File: src/rtl/led_cmd_parser.sv
// led_cmd_parser: parses opcode frames from the SPI byte stream into a
// per-LED enable mask and PWM duty registers, and drives the LEDs with PWM.
// Optional: define LEDCMD_TIMEOUT_EN to abandon a partial frame after
// TIMEOUT_CYCLES idle clocks between argument bytes.
module led_cmd_parser #(
    parameter int NUM_LEDS       = 4,
    parameter int PWM_WIDTH      = 8,
    parameter int TIMEOUT_CYCLES = 1000000
) (
    input  logic                clk,
    input  logic                rst,
    input  logic [7:0]          cmd,
    input  logic                cmd_valid,
    output logic [NUM_LEDS-1:0] led,
    output logic                busy,
    output logic                err,
    output logic [7:0]          last_op
);

    localparam logic [7:0] OP_SET_MASK = 8'h10;
    localparam logic [7:0] OP_SET_DUTY = 8'h20;
    localparam logic [7:0] OP_ALL_OFF  = 8'h30;
    localparam logic [7:0] OP_CLR_ERR  = 8'h40;

    typedef enum logic [1:0] {
        ST_IDLE,
        ST_ARG1,
        ST_ARG2
    } state_t;

    // Elaboration-time guard against unsupported configurations.
    if (NUM_LEDS < 1 || NUM_LEDS > 8 || PWM_WIDTH < 1 || TIMEOUT_CYCLES < 1) begin : g_bad_cfg
        $error("led_cmd_parser: unsupported parameter values");
    end

    state_t                state_q, state_d;
    logic [7:0]            op_q, op_d;
    logic [7:0]            idx_q, idx_d;
    logic [NUM_LEDS-1:0]   mask_q, mask_d;
    logic [PWM_WIDTH-1:0]  duty_q [NUM_LEDS];
    logic [PWM_WIDTH-1:0]  duty_d [NUM_LEDS];
    logic [PWM_WIDTH-1:0]  pwm_cnt_q, pwm_cnt_d;
    logic [NUM_LEDS-1:0]   led_q, led_d;
    logic                  err_q, err_d;
    logic [7:0]            last_op_q, last_op_d;

`ifdef LEDCMD_TIMEOUT_EN
    localparam int TO_W = $clog2(TIMEOUT_CYCLES + 1);
    logic [TO_W-1:0]       to_cnt_q, to_cnt_d;
`endif

    // Next-state decode: frame parsing, register writes, PWM compare.
    always_comb begin
        // NOTE: every variable gets a default first so no path leaves it
        // unassigned, which would otherwise infer a latch.
        state_d   = state_q;
        op_d      = op_q;
        idx_d     = idx_q;
        mask_d    = mask_q;
        duty_d    = duty_q;
        err_d     = err_q;
        last_op_d = last_op_q;
        pwm_cnt_d = pwm_cnt_q + PWM_WIDTH'(1);

        // Compare uses the current mask/duty so changes apply mid-period.
        for (int i = 0; i < NUM_LEDS; i++) begin
            led_d[i] = mask_q[i] & (pwm_cnt_q < duty_q[i]);
        end

        if (cmd_valid) begin
            unique case (state_q)
                ST_IDLE: begin
                    case (cmd)
                        OP_SET_MASK, OP_SET_DUTY: begin
                            op_d    = cmd;
                            state_d = ST_ARG1;
                        end
                        OP_ALL_OFF: begin
                            mask_d    = '0;
                            last_op_d = cmd;
                        end
                        OP_CLR_ERR: begin
                            err_d     = 1'b0;
                            last_op_d = cmd;
                        end
                        default: err_d = 1'b1;
                    endcase
                end
                ST_ARG1: begin
                    if (op_q == OP_SET_MASK) begin
                        mask_d    = cmd[NUM_LEDS-1:0];
                        last_op_d = OP_SET_MASK;
                        state_d   = ST_IDLE;
                    end else begin
                        idx_d   = cmd;
                        state_d = ST_ARG2;
                    end
                end
                ST_ARG2: begin
                    if (idx_q < 8'(NUM_LEDS)) begin
                        for (int i = 0; i < NUM_LEDS; i++) begin
                            if (idx_q == 8'(i)) duty_d[i] = PWM_WIDTH'(cmd);
                        end
                        last_op_d = OP_SET_DUTY;
                    end else begin
                        err_d = 1'b1;
                    end
                    state_d = ST_IDLE;
                end
                default: state_d = ST_IDLE;
            endcase
        end

`ifdef LEDCMD_TIMEOUT_EN
        // A strobe always restarts the idle count and wins over expiry.
        to_cnt_d = '0;
        if (!cmd_valid && state_q != ST_IDLE) begin
            if (to_cnt_q == TO_W'(TIMEOUT_CYCLES - 1)) begin
                state_d = ST_IDLE;
                err_d   = 1'b1;
            end else begin
                to_cnt_d = to_cnt_q + TO_W'(1);
            end
        end
`endif
    end

    // State and datapath registers.
    always_ff @(posedge clk or posedge rst) begin
        if (rst) begin
            state_q   <= ST_IDLE;
            op_q      <= '0;
            idx_q     <= '0;
            mask_q    <= '0;
            pwm_cnt_q <= '0;
            led_q     <= '0;
            err_q     <= 1'b0;
            last_op_q <= '0;
            // NOTE: the duty array is a handful of flops that must read zero
            // after reset, so it is reset like any other register rather than
            // being left uninitialised as a RAM would be.
            for (int i = 0; i < NUM_LEDS; i++) duty_q[i] <= '0;
`ifdef LEDCMD_TIMEOUT_EN
            to_cnt_q  <= '0;
`endif
        end else begin
            // NOTE: non-blocking so every register samples pre-edge values.
            state_q   <= state_d;
            op_q      <= op_d;
            idx_q     <= idx_d;
            mask_q    <= mask_d;
            pwm_cnt_q <= pwm_cnt_d;
            led_q     <= led_d;
            err_q     <= err_d;
            last_op_q <= last_op_d;
            duty_q    <= duty_d;
`ifdef LEDCMD_TIMEOUT_EN
            to_cnt_q  <= to_cnt_d;
`endif
        end
    end

    assign led     = led_q;
    assign busy    = (state_q != ST_IDLE);
    assign err     = err_q;
    assign last_op = last_op_q;

endmodule

File: config.mk
export PLATFORM = sky130hd
export DESIGN_NAME = led_cmd_parser
export DESIGN_NICKNAME = d
export VERILOG_FILES = /design/src/rtl/led_cmd_parser.sv
export SDC_FILE = /design/constraint.sdc
export NUM_CORES = 1
export LEC_CHECK = 0
export CORE_ASPECT_RATIO = 0.9
export CORE_MARGIN = 4
export CORE_UTILIZATION = 30
export DETAILED_ROUTE_END_ITERATION = 7
export PLACE_DENSITY = 0.48
export SLEW_MARGIN = 25
export SYNTH_ARGS = -nofsm -noshare
export SYNTH_HDL_FRONTEND = slang
export SYNTH_SLANG_ARGS = --single-unit
File: constraint.sdc
create_clock -name clk -period 4.1 [get_ports clk]
set_input_delay 0.82 -clock clk [delete_from_list [all_inputs] [get_ports clk]]
set_output_delay 0.82 -clock clk [all_outputs]
set_load 0.02 [all_outputs]
==> flow_summary.toml, run 1 <==
[timing]
slew_headroom_pct = 49.3
holdWs_ps = 489
rsz0062_at_grt = "false"
finalSetupTns_ps = 0
hold_viol = 0
period_share_pct = 65.7
tightest_slew_ps = 761
max_freq_mhz = 371
finalSetupViolations = 0
finalClockSkew_ps = 7.44
finalCriticalPeriod_ps = 2690
slew_viol_final = 0
setup_ws_ps = 1410

[clocking]
cts_root_buf = "clkbuf_16"
cts_setup_buffers = 0
cts_sinks = 75
clk_path_buf_depth = 2
cts_max_level = 3
cts_made_buffers = 9
cts_hold_buf = 0
cts_tree = "yes"
cts.clk_slew.worst_paths_ps = 60
cts_resized = 0
clock_latency_ps = 330

[routing]
vias_per_cell = 4.72
routed_wirelength_mm = 8.67
drc = 0
final_antenna_net_count = 0
first_pass_iters = 4
vias = 2456
drt_iter0_markers = 132
wl_per_cell_um = 16.7

[worst_setup_path]
cp_top_family = "buffers and inverters"
crit_arrival_ps = 1870
critPathBufInv = 3
crit_top_cell = "inv_1"
cpMaxStageDelayCell = "clkdlybuf4s50_1"
required_ps = 3280
startpoint = "state_q[0]"
critPathKind = "flop to primary output"
crit_path_cell_trace = "inv_1, ha_1, inv_1, clkdlybuf4s50_1"
worstPathMaxFanout = 7
timing.rr.start = "state_q[0]"
startpoint_type = "flop"
end_kind = "primary output"
slowest_delay_ps = 620

[floorplanning]
initial_core_util_pct = 31.3
io_pins = 25
die_y_um = 115
die_area_mm2 = 0.0147
rows = 38
die_width_um = 127
coreArea_mm2 = 0.0123

[power]
peakVddDrop_mv = 0.201
switching_share_pct = 29.9
p_leak_nw = 2.16
p_int_mw = 1.73
switchingPower_mw = 0.736
combinationalPowerShare_pct = 28.6
p_clk_share_pct = 31.6
seqPwrFrac_pct = 39.9
power_density_mw_per_mm2 = 543

[final_layout]
filler_cell_count = 1191
final_common_cell = "dfrtp_1"
antennaDiodeCount = 0
drive_gt1_share_pct = 18.6
final_cell_mix = "dfrtp_1 (75), inv_1 (33), ha_1 (33), mux2_2 (30), clkdlybuf4s50_1 (24)"
postLayoutCoreUtil_pct = 37.0
area_delta_synth_final_pct = 18.4
fin_nets = 399
fin_cells = 520

[placed_design]
post-place-cells = 504
pre_cts_ws_ps = 1120
hpwl_mm = 6.23
gp_congestion = 0.775
port_buffers = 24

[synth]
synth_edf_count = 0
yosys_warnings = 0
async_flop_share_pct = 100
synth.distinct_cells = 45
synth-main-ff-cell = "dfrtp_1"
syn_avg_cell_area_um2 = 11.9
syn_inst = 323
syn_nets = 367
synth-seq-cells = 75
synth-seq-area-share_pct = 48.9
syn_area_mm2 = 0.00383

[min_path]
hp-start = "op_q[2]"
hold_class = "flop to flop"

[grt]
grt_pass1_wl_mm = 14.2
first_global_vias = 2593
grtUsageTotal_pct = 12.9
grt_max_degree = 40
antenna_found_initial = 0
overflow = 0

[run]
maxCapViolations = 0

[run_status]
status = "completed"
synthesized netlist by cell type (2+ instances only):
library cell  count  area, µm²
mux2_4            8        120
buf_2             3       15.0
xor2_1            3       26.3
and3_1            3       18.8
o21ai_0          14       70.1
nand2b_1          4       25.0
nand4_1          10       62.6
buf_6             3       33.8
and3b_1           2       17.5
a21oi_1          10       50.1
a21o_1           12       90.1
a22o_1            4       35.0
xnor2_1           4       35.0
nand3_1           2       10.0
o211ai_1          2       15.0
nor2b_1           6       37.5
mux2_2           30        338
and2_1            6       37.5
nand3b_1          5       37.5
o21a_1            4       30.0
dfrtp_1          75       1880
nor2_1            5       18.8
nand2_1          19       71.3
ha_1             33        413
inv_1            34        128
a31oi_1           2       12.5
nand3_2           2       20.0
layout make-up:
cell class                      instances  area (µm²)  area share, %
Multi-Input combinational cell        207        1770           39.1
Tap cell                              160         200           4.41
Clock buffer                           14         254           5.60
Sequential cell                        75        1880           41.3
Inverter                               34         129           2.84
Clock inverter                          2        35.0          0.772
Timing Repair Buffer                   28         270           5.95
flip-flops by register name, summed over array words and instances, names as in the netlist:
name and flops:
state_q 2, pwm_cnt_q 8, mask_q 4, led 4, duty_q 32, op_q 8, last_op 8, idx_q 8
err 1
worst paths after layout:
kind	end	slack, ps	depth (start not counted)
worst max-delay path	busy	1410	4
worst min-delay path	op_q[2]	490	1
worst max register to register	duty_q[24]	1930	6
worst min register to register	op_q[2]	490	1
max in group asynchronous	pwm_cnt_q[3]	2410	3
min in group asynchronous	state_q[1]	910	2
metal layers:
layer / GRT usage (%) / part of all wire [%] / vias to the layer above
met2: 19.7 / 45 / 34
li1: - / - / 1200
met1: 17.7 / 50 / 1212
met5: 0 / 0 / -
met4: 4.72 / 1.5 / 0
met3: 3.16 / 3.7 / 10
cell families (layout without fill, tap and decap cells):
group | Yosys count | count (layout) | synth area share [%]
muxes | 39 | 39 | 12.2
and+or+nand+nor | 74 | 74 | 12.5
buffers and inverters | 41 | 78 | 4.80
AOI/OAI and AO/OA | 54 | 54 | 9.14
DFF | 75 | 75 | 48.9
adders and majority gates | 33 | 33 | 10.8
xor gates and xnor gates | 7 | 7 | 1.60
through the flow:
stage          area (µm²)  power (mW)
2_1_floorplan        3830        1.47
5_1_grt              4540        2.62
4_1_cts              4540        2.51
6_report             4540        2.46
3_5_place_dp         4250        1.71
3_3_place_gp         4250        1.70
power groups by stage:
stage / Combinational (mW) / Sequential [mW] / Clock [mW]
2_1_floorplan: 0.440 / 1.03 / 0
3_3_place_gp: 0.707 / 0.993 / 0
3_5_place_dp: 0.713 / 0.998 / 0
4_1_cts: 0.718 / 0.986 / 0.810
5_1_grt: 0.773 / 1.00 / 0.848
6_report: 0.703 / 0.982 / 0.778
Power figures use the tool's default switching activity.
==> run 2, diff against run 1 <==
--- a/config.mk
+++ b/config.mk
@@ -9,7 +9,7 @@
 export CORE_MARGIN = 4
 export CORE_UTILIZATION = 30
 export DETAILED_ROUTE_END_ITERATION = 7
-export PLACE_DENSITY = 0.48
+export PLACE_DENSITY = 0.5
 export SLEW_MARGIN = 25
 export SYNTH_ARGS = -nofsm -noshare
 export SYNTH_HDL_FRONTEND = slang
==> constraint.sdc (replaced) <==
create_clock -name clk -period 2.37 [get_ports clk]
set_input_delay 0.474 -clock clk [delete_from_list [all_inputs] [get_ports clk]]
set_output_delay 0.474 -clock clk [all_outputs]
set_load 0.02 [all_outputs]
==> run 2 against run 1 <==
Net effect: die area stayed put; non-clock buffer count is 15 higher; hold slack worse by 7.1 ps; sequential share of layout area is 1.3 points lower; final cell count is 2.7% higher; worst setup slack worse by 1300 ps; global-route usage is 0.21 points lower; utilization is 1.2 points higher; count of clock-buffer cells in the layout is 4 lower; via count is 0.81% higher; critical endpoint unchanged.
==> flow_summary.toml, run 2 (synthesized netlist as in run 1, its figures left out) <==
[run_status]
status = "completed"

[timing]
period_share_pct = 95.8
slew_headroom_pct = 72.8
finalSetupViolations = 0
finalCriticalPeriod_ps = 2270
setup_ws_ps = 101
holdWs_ps = 482
max_freq_mhz = 441
tightest_slew_ps = 408
hold_viol = 0
finalSetupTns_ps = 0
slew_viol_final = 0
finalClockSkew_ps = 7.82
rsz0062_at_grt = "false"

[grt]
grt.met1_usage_pct = 17.8
grt_max_degree = 76
grt_pass1_wl_mm = 14.0
grt_use_met2_pct = 19.1
grtUsageTotal_pct = 12.7
antenna_found_initial = 0
overflow = 0
grt_util_met3_pct = 2.28
first_global_vias = 2547
top_usage_layer = "met2"

[worst_setup_path]
startpoint_type = "flop"
critPathKind = "flop to primary output"
end_kind = "primary output"
worstPathMaxFanout = 4
required_ps = 1900
crit_arrival_ps = 1800

[floorplanning]
die_y_um = 115
rows = 38
io_pins = 25
initial_core_util_pct = 31.3
coreArea_mm2 = 0.0123
die_width_um = 127
die_area_mm2 = 0.0147

[clocking]
cts_tree = "yes"
cts_resized = 0
cts_max_level = 3
clk_path_buf_depth = 2
cts_setup_buffers = 0
cts_root_buf = "clkbuf_16"
cts_hold_buf = 0
cts.clk_slew.worst_paths_ps = 60
cts_made_buffers = 9
cts_sinks = 75
clock_latency_ps = 330

[power]
p_clk_share_pct = 32.8
combinationalPowerShare_pct = 28.5
switching_share_pct = 29.2
p_leak_nw = 2.25
power_density_mw_per_mm2 = 934
p_int_mw = 3.10
switchingPower_mw = 1.28
seqPwrFrac_pct = 38.7
peakVddDrop_mv = 0.347

[final_layout]
antennaDiodeCount = 0
fin_cells = 534
final_common_cell = "dfrtp_1"
largest_register_ffs = 32
postLayoutCoreUtil_pct = 38.2
seq_area_mm2 = 0.00188
drive_gt1_share_pct = 22.5
final_cell_mix = "dfrtp_1 (75), inv_1 (33), ha_1 (33), mux2_2 (30), clkdlybuf4s50_1 (24)"
fin_nets = 414
largest_register = "duty_q"
filler_cell_count = 1224
multi_input_comb_area_mm2 = 0.00177
area_delta_synth_final_pct = 22.2

[routing]
drt_iter0_markers = 181
vias = 2476
final_antenna_net_count = 0
first_pass_iters = 4
wl_per_cell_um = 16.1
drc = 0
vias_per_cell = 4.64
routed_wirelength_mm = 8.61

[run]
maxCapViolations = 0

[placed_design]
port_buffers = 24
hpwl_mm = 6.07
pre_cts_ws_ps = 69.2
post-place-cells = 519
gp_congestion = 0.804

[min_path]
hold_class = "flop to flop"
==> run 2: cell count changes in the layout (fill, tap and decap cells not counted), sizes merged <==
cell	before	now
clkbuf	14	10
buf	4	19
clkinvlp	0	1
clkinv	2	3
bufinv	1	2
==> run 2: worst max-delay path: stages (launching register included) <==
cell             delay [ps]
dfrtp_1                 400
inv_1                    90
ha_1                    210
inv_1                   130
clkdlybuf4s50_1         630
==> run 2: cell type report <==
type / instances / area share (%)
clock inverters: 5 / 1.68
clock buffers: 10 / 4.89
well taps: 160 / 4.27
multi-input cells: 207 / 37.9
inverters: 34 / 2.80
repair buffers: 43 / 8.44
flip-flops and latches: 75 / 40.1
==> run 2: stage by stage <==
| stage | power, mW | area (µm²) |
|---|---|---|
| 2_1_floorplan | 2.54 | 3840 |
| 3_3_place_gp | 2.96 | 4380 |
| 3_5_place_dp | 2.98 | 4380 |
| 4_1_cts | 4.44 | 4690 |
| 5_1_grt | 4.64 | 4690 |
| 6_report | 4.38 | 4690 |
==> run 2: worst paths after layout <==
check | from | end | slack [ps] | depth (start not counted)
worst min register to register | op_q[2] | op_q[2] | 480 | 1
worst max-delay path | state_q[0] | busy | 100 | 4
worst max register to register | state_q[1] | last_op[1] | 460 | 7
max in group asynchronous | rst | state_q[0] | 1450 | 3
min in group asynchronous | rst | duty_q[9] | 590 | 3
worst min-delay path | op_q[2] | op_q[2] | 480 | 1
==> run 2: routing by layer <==
layer / up-vias / part of all wire [%]
li1: 1226 / -
met1: 1210 / 51
met2: 30 / 44
met3: 10 / 2.5
met4: 0 / 1.8
met5: - / 0
==> run 2: power by group through the flow <==
stage | Combinational, mW | Sequential, mW | Clock, mW
finish | 1.25 | 1.70 | 1.43
global route | 1.37 | 1.73 | 1.54
CTS | 1.27 | 1.70 | 1.47
detailed placement | 1.26 | 1.72 | 0
global placement | 1.24 | 1.72 | 0
floorplan | 0.761 | 1.78 | 0
==> run 3, diff against run 2 <==
--- a/config.mk
+++ b/config.mk
@@ -7,9 +7,9 @@
 export LEC_CHECK = 0
 export CORE_ASPECT_RATIO = 0.9
 export CORE_MARGIN = 4
-export CORE_UTILIZATION = 30
+export CORE_UTILIZATION = 33
 export DETAILED_ROUTE_END_ITERATION = 7
-export PLACE_DENSITY = 0.5
+export PLACE_DENSITY = 0.53
 export SLEW_MARGIN = 25
 export SYNTH_ARGS = -nofsm -noshare
 export SYNTH_HDL_FRONTEND = slang
==> run 3 against run 2 <==
Net effect: utilization up 3.1 points; die area fell by 8.5%; worst setup slack improved by 290 ps; hold slack improved by 4.5 ps; wire length fell by 5.7%; flip-flop and latch count is the same; non-clock buffer count decreased by 4; total power rose by 2.6%; critical path type unchanged; critical endpoint unchanged.
==> flow_summary.toml, run 3 (synthesized netlist as in run 1, its figures left out) <==
[run_status]
status = "completed"

[routing]
vias = 2478
drt_iter0_markers = 159
wl_per_cell_um = 15.4
first_pass_iters = 4
routed_wirelength_mm = 8.12
final_antenna_net_count = 0
drc = 0
vias_per_cell = 4.70

[worst_setup_path]
critPathBufInv = 3
cp_top_family = "buffers and inverters"
critPathKind = "flop to primary output"
startpoint_type = "flop"
end_kind = "primary output"
reg2reg_depth = 6
crit_top_cell = "inv_1"
slowest_delay_ps = 420
cpMaxStageDelayCell = "dfrtp_1"
crit_path_cell_trace = "inv_1, ha_1, inv_1, dlymetal6s2s_1"
crit_arrival_ps = 1500
worstPathMaxFanout = 7
cp.depth = 4
required_ps = 1900

[clocking]
clock_latency_ps = 320
cts_sinks = 75
cts_hold_buf = 0
clk_path_buf_depth = 2
cts.clk_slew.worst_paths_ps = 60
cts_tree = "yes"
cts_setup_buffers = 0
cts_made_buffers = 9
cts_resized = 0
cts_root_buf = "clkbuf_16"
cts_max_level = 3

[min_path]
whs_path_depth = 1
hold_class = "flop to flop"

[timing]
finalCriticalPeriod_ps = 1980
tightest_slew_ps = 412
slew_viol_final = 0
hold_viol = 0
finalSetupTns_ps = 0
rsz0062_at_grt = "false"
max_freq_mhz = 506
finalSetupViolations = 0
slew_headroom_pct = 72.4
period_share_pct = 83.4
finalClockSkew_ps = 6.60

[final_layout]
largest_register_ffs = 32
final_common_cell = "dfrtp_1"
final_cell_mix = "dfrtp_1 (75), inv_1 (33), ha_1 (33), mux2_2 (30), clkdlybuf4s50_1 (23)"
multi_input_comb_area_mm2 = 0.00177
filler_cell_count = 1113
fin_nets = 410
area_delta_synth_final_pct = 22.5
seq_area_mm2 = 0.00188
postLayoutCoreUtil_pct = 41.3
drive_gt1_share_pct = 21.8
antennaDiodeCount = 0
largest_register = "duty_q"

[grt]
overflow = 0
grtUsageTotal_pct = 13.2
grt_max_degree = 76
grt_pass1_wl_mm = 13.6
first_global_vias = 2550
antenna_found_initial = 0

[placed_design]
port_buffers = 24
gp_congestion = 0.813
hpwl_mm = 5.76

[floorplanning]
io_pins = 25
die_y_um = 110
die_area_mm2 = 0.0134
rows = 37
initial_core_util_pct = 33.7
die_width_um = 122
coreArea_mm2 = 0.0114

[power]
power_density_mw_per_mm2 = 956
peakVddDrop_mv = 0.392
p_leak_nw = 2.26

[run]
maxCapViolations = 0
==> run 3: cell type report <==
class	instances	share of cell area, %
Clock buffer	10	4.87
Clock inverter	6	2.40
Inverter	34	2.80
Multi-Input combinational cell	207	37.8
Sequential cell	75	39.9
Tap cell	156	4.15
Timing Repair Buffer	39	8.09
==> run 3: power breakdown <==
part	switching (mW)	internal (mW)
sequential	0.157	1.54
clock	0.533	1.03
combinational	0.595	0.633
total	1.28	3.21
==> run 3: per-stage QoR <==
stage	hold WS (ps)	setup WS, ps	power, mW	std cells	cell area, µm²
CTS	490	19.8	4.55	527	4700
floorplan	454	667	2.54	323	3840
detailed placement	472	87.4	2.96	511	4360
finish	486	394	4.49	527	4700
global route	502	307	4.74	527	4700
global placement	473	84.4	2.92	511	4360
==> run 3: path summary, 6_finish.rpt <==
| check | startpoint | endpoint | slack, ps |
|---|---|---|---|
| hold reg to reg | duty_q[16] | duty_q[16] | 490 |
| min in group asynchronous | rst | op_q[3] | 600 |
| setup reg to reg | state_q[0] | duty_q[13] | 450 |
| max in group asynchronous | rst | duty_q[0] | 1440 |
| hold / removal | duty_q[16] | duty_q[16] | 490 |
| setup / recovery | state_q[0] | busy | 390 |
==> run 3: layer usage <==
layer,vias up,global-route usage [%],share of wire [%]
met4,0,4.96,1.1
met5,-,0,0
met3,6,2.40,2.4
li1,1214,-,-
met2,33,20.7,47
met1,1225,18.3,50
